File: src/rtl/lbm_sweep_ctrl.sv
// lbm_sweep_ctrl: raster-sweeps an NX x NY lattice, emitting per-node streaming neighbour addresses and bounce flags.
module lbm_sweep_ctrl #(
  parameter int NX = 16,
  parameter int NY = 16,
  parameter int Q = 9,
  parameter int ADDRESS_WIDTH = $clog2(NX*NY),
  parameter int ITER_WIDTH = 16
) (
  input  logic                       CLOCK_50,
  input  logic                       RESET,
  input  logic                       start,
  input  logic [ITER_WIDTH-1:0]      num_iter,
  input  logic                       boundary_mode,
  input  logic                       node_ready,
  output logic                       node_valid,
  output logic [ADDRESS_WIDTH-1:0]   node_addr,
  output logic [Q*ADDRESS_WIDTH-1:0] nbr_addr,
  output logic [Q-1:0]               bounce,
  output logic                       buf_sel,
  output logic [ITER_WIDTH-1:0]      iter_count,
  output logic                       busy,
  output logic                       done
);
  localparam int XW = NX > 1 ? $clog2(NX) : 1;
  localparam int YW = NY > 1 ? $clog2(NY) : 1;
  localparam logic [1:0] IDLE = 2'd0, SWEEP = 2'd1, ITER_END = 2'd2, DONE = 2'd3;
  localparam int DX [0:8] = '{0, 1, 0, -1, 0, 1, -1, -1, 1};
  localparam int DY [0:8] = '{0, 0, 1, 0, -1, 1, 1, -1, -1};
  logic [1:0] state;
  logic [XW-1:0] x, nx;
  logic [YW-1:0] y, ny;
  logic [ITER_WIDTH-1:0] num_r, cnt_n;
  logic mode_r, mode_n, upd, last, accept;
  logic [Q*ADDRESS_WIDTH-1:0] nbr_n;
  logic [Q-1:0] bounce_n;
  function automatic logic [ADDRESS_WIDTH:0] nbr(input int cx, input int cy, input int dx, input int dy, input logic m);
    int tx, ty;
    tx = cx + dx;
    ty = cy + dy;
    if (m && (tx < 0 || tx >= NX || ty < 0 || ty >= NY)) return {1'b1, ADDRESS_WIDTH'(cy*NX + cx)};
    tx = tx < 0 ? tx + NX : tx >= NX ? tx - NX : tx;
    ty = ty < 0 ? ty + NY : ty >= NY ? ty - NY : ty;
    return {1'b0, ADDRESS_WIDTH'(ty*NX + tx)};
  endfunction
  assign node_valid = state == SWEEP;
  assign busy = state != IDLE;
  assign done = state == DONE;
  // descriptor for the node about to be presented is computed from the next coordinates and registered
  always_comb begin
    accept = node_valid && node_ready;
    last = x == XW'(NX-1) && y == YW'(NY-1);
    cnt_n = iter_count + 1'b1;
    mode_n = state == IDLE ? boundary_mode : mode_r;
    upd = (state == IDLE && start && num_iter != '0) || (state == ITER_END && cnt_n != num_r) || (accept && !last);
    nx = accept && !last ? (x == XW'(NX-1) ? '0 : x + 1'b1) : '0;
    ny = accept && !last ? (x == XW'(NX-1) ? y + 1'b1 : y) : '0;
    nbr_n = '0;
    bounce_n = '0;
    for (int i = 0; i < Q; i++)
      {bounce_n[i], nbr_n[i*ADDRESS_WIDTH +: ADDRESS_WIDTH]} = nbr(int'(nx), int'(ny), DX[i], DY[i], mode_n);
  end
  always_ff @(posedge CLOCK_50) begin
    if (!RESET) begin
      state <= IDLE;
      x <= '0;
      y <= '0;
      num_r <= '0;
      mode_r <= 1'b0;
      node_addr <= '0;
      nbr_addr <= '0;
      bounce <= '0;
      buf_sel <= 1'b0;
      iter_count <= '0;
    end else begin
      if (upd) begin
        x <= nx;
        y <= ny;
        node_addr <= nbr_n[ADDRESS_WIDTH-1:0];
        nbr_addr <= nbr_n;
        bounce <= bounce_n;
      end
      case (state)
        IDLE: if (start) begin
          num_r <= num_iter;
          mode_r <= boundary_mode;
          iter_count <= '0;
          buf_sel <= 1'b0;
          state <= num_iter == '0 ? DONE : SWEEP;
        end
        SWEEP: if (accept && last) state <= ITER_END;
        ITER_END: begin
          iter_count <= cnt_n;
          buf_sel <= ~buf_sel;
          state <= cnt_n == num_r ? DONE : SWEEP;
        end
        default: state <= IDLE;
      endcase
    end
  end
endmodule

File: config.mk
export PLATFORM = sky130hd
export DESIGN_NAME = lbm_sweep_ctrl
export DESIGN_NICKNAME = d
export VERILOG_FILES = /design/src/rtl/lbm_sweep_ctrl.sv
export SDC_FILE = /design/constraint.sdc
export NUM_CORES = 1
export LEC_CHECK = 0
export CELL_PAD_IN_SITES_DETAIL_PLACEMENT = 1
export CELL_PAD_IN_SITES_GLOBAL_PLACEMENT = 1
export CORE_MARGIN = 2
export CORE_UTILIZATION = 39
export DETAILED_ROUTE_END_ITERATION = 6
export PLACE_DENSITY = 0.82
export SETUP_SLACK_MARGIN = 0.3
export SLEW_MARGIN = 30
export SYNTH_ARGS = -nofsm -noshare
export SYNTH_HDL_FRONTEND = slang
export SYNTH_SLANG_ARGS = --single-unit
export TNS_END_PERCENT = 1
File: constraint.sdc
create_clock -name CLOCK_50 -period 6.2 [get_ports CLOCK_50]
set_clock_uncertainty 0.15 [all_clocks]
set_input_delay 1.24 -clock CLOCK_50 [delete_from_list [all_inputs] [get_ports CLOCK_50]]
set_output_delay 1.24 -clock CLOCK_50 [all_outputs]
set_load 0.005 [all_outputs]
==> results.yml <==
critical_path:
  cp.arrival_ns: 5.44
  required_ns: 6.33
  critPathLaunch: "node_ready"
  r2r_slack_ns: 1.01
  critPathMaxFanout: 8
  worstSetupPathType: "input pin to register"
  cp-start-kind: "input pin"
  reg2reg_from: "node_addr[0]"
  endpoint_kind: "register"
placement:
  dpl.cell_count: 1100
  place.gp.congestion: 0.866
  place_area_um2: 8000
  preCtsSetupSlack_ns: 0.425
  dp_hpwl_mm: 15.1
  portBuffers: 128
synthesis:
  ys_seq_elements: 108
  netlist_instances: 806
  yosysTopAreaCell: "dfxtp_1"
  synth_nets: 859
  ys_warn_count: 0
  synth_edf_count: 0
  post_synth.cell_area_avg_um2: 8.31
  async_flop_share_pct: 0
  ys_top_cells_by_area: "dfxtp_1 32%, xnor2_1 6.3%, a21oi_1 5.4%, ha_1 5.2%, nor2_1 5.2%"
  synth_common_cells: "108 x dfxtp_1, 92 x nor2_1, 79 x nand2_1, 72 x a21oi_1, 48 x xnor2_1"
  ys_seq_area_share_pct: 32.3
  post-synth-top-area-fraction_pct: 32.3
  synth_most_common_cell: "dfxtp_1"
  syn-cell-area_um2: 6700
  yosys.cell_types.count: 70
  synthFlopType: "dfxtp_1"
clocking:
  cts_root_buf: "clkbuf_16"
  hold_buffers: 0
  cts_tree: "yes"
  clock-sinks: 108
  clk_latency_ns: 0.37
  ctsHtreeMaxLevel: 3
  clock_path_buffers: 2
  clkTransAtPathRegs_ns: 0.07
  cts_buffers: 9
hold_path:
  hold_path_class: "register to register"
  hp-start: "mode_r"
floorplan:
  ioPinCount: 130
  die_y_um: 135
  die-area_um2: 18200
  die_x_um: 135
  initial_utilization_pct: 40.1
  core_um2: 16700
  row_count: 47
cells_and_area:
  nFillCells: 2010
  diodes: 0
  instances_no_fill: 1119
  layout.nets: 947
  fin_area_um2: 8350
  drive_above_1_share_pct: 8.68
  syn_to_final_growth_pct: 24.6
grt:
  grt_pass1_wl_mm: 33.7
  grt_max_degree: 97
  grt_pass1_vias: 6260
  grt_use_total_pct: 23.4
  grt-ovfl-total: 0
  antenna_found_initial: 0
timing:
  slew_headroom_pct: 39.6
  tightest_slew_ns: 0.906
  fin_ws_ns: 0.893
  min_period_over_period_pct: 85.6
  min_period_ns: 5.31
  setup_violations: 0
  tns_ns: 0
  rsz0062_at_grt: "false"
  hold_viol_final: 0
  fmax_ghz: 0.188
  slew_viol_final: 0
route:
  drt-initial-drc-count: 362
  vias_per_cell: 5.57
  drt-total-wl_mm: 21.1
  postRouteAntennaNets: 0
  drc: 0
  vias: 6228
  wire_per_inst_um: 18.9
  firstDrtPassIters: 4
power:
  finalPower_uw: 1710
  power_density_nw_per_um2: 205
  leakagePower_uw: 0.00316
  peakVddDrop_uv: 153
run_status:
  status: "finished, final reports clean"
job:
  max-cap-violations: 0
critical path, stage by stage:
cell and delay [ns]:
clkdlybuf4s50_1 0.57, nand3b_1 0.23, or3_1 0.43, ha_1 0.25, o21ai_1 0.21, nor2_1 0.14
ha_1 0.20, nand4b_1 0.26, nand2_1 0.10, a21oi_1 0.14, o21ai_0 0.19, ha_1 0.28
a21oi_1 0.24, inv_1 0.07, a21oi_1 0.18, xor2_1 0.18, xnor2_1 0.10, and4_1 0.22
a311oi_2 0.22
cells in the final DEF (no fill, tap or decap), types with 6 or more instances in the layout:
cell	netlist	layout
nor2_1	92	91
xnor2_1	48	48
a31oi_1	14	14
o211ai_1	14	14
o21ai_0	30	30
ha_1	28	28
nand2_1	79	79
dfxtp_1	108	108
nand4_1	6	6
or3_1	9	9
xor2_1	15	15
a21o_1	10	10
buf_4	21	18
clkbuf_16	0	9
clkdlybuf4s50_1	0	128
inv_1	30	30
a311oi_2	8	8
a211oi_2	16	16
mux2i_1	25	25
nor2b_1	6	6
nor3_1	13	13
and2_1	6	6
nand3_1	20	20
a21oi_1	72	72
path summary, 6_finish.rpt:
kind	to	depth (start not counted)
min	mode_r	2
max	nbr_addr[55]	19
max reg2reg	nbr_addr[55]	19
min reg2reg	mode_r	2
registers in the layout, summed over array words and instances (netlist names):
signal,flops
nbr_addr,57
iter_count,16
num_r,16
bounce,8
node_addr,7
state,2
buf_sel,1
mode_r,1
per-stage QoR:
step	hold slack (ns)	util [%]
after global routing	0.341	50.0
after global placement	0.306	47.9
after CTS	0.324	49.8
after detailed placement	0.314	47.9
after floorplan	0.296	-
final	0.320	50.0
layout make-up:
| class | count | area (µm²) | share of cell area (%) |
|---|---|---|---|
| tap | 220 | 275 | 3.30 |
| multi-input combinational | 597 | 4050 | 48.6 |
| timing repair buffer | 147 | 1430 | 17.1 |
| clock buffer | 10 | 239 | 2.86 |
| sequential | 108 | 2160 | 25.9 |
| inverter | 31 | 116 | 1.39 |
| clock inverter | 6 | 71.3 | 0.855 |
metal layers:
metal / share of wire [%] / vias to the layer above / wire length (µm) / global-route usage (%)
li1: - / 3002 / - / -
met5: 0 / - / 0 / 0
met3: 4.6 / 26 / 962 / 4.17
met1: 45 / 3057 / 9440 / 30.2
met2: 49 / 143 / 10400 / 40.2
met4: 1.6 / 0 / 340 / 6.71
logic make-up after synthesis:
| family | synth area share (%) |
|---|---|
| multiplexers | 4.24 |
| flip-flops | 32.3 |
| XOR/XNOR | 8.24 |
| AO/OA/AOI/OAI | 22.5 |
| other | 0.0560 |
| adder cells (fa/ha/maj) | 6.42 |
| buffers and inverters | 7.38 |
| AND/OR/NAND/NOR | 18.9 |
power by group:
group | internal, µW | switching [µW]
combinational | 161 | 173
sequential | 736 | 30.0
clock | 328 | 284
total | 1230 | 486
repair_timing:
item	4_1_cts	5_1_grt
gates resized for setup	0	1
setup buffers	0	3
endpoints found under the setup margin	0	1
Note: power is estimated with default switching activity, not from simulation.
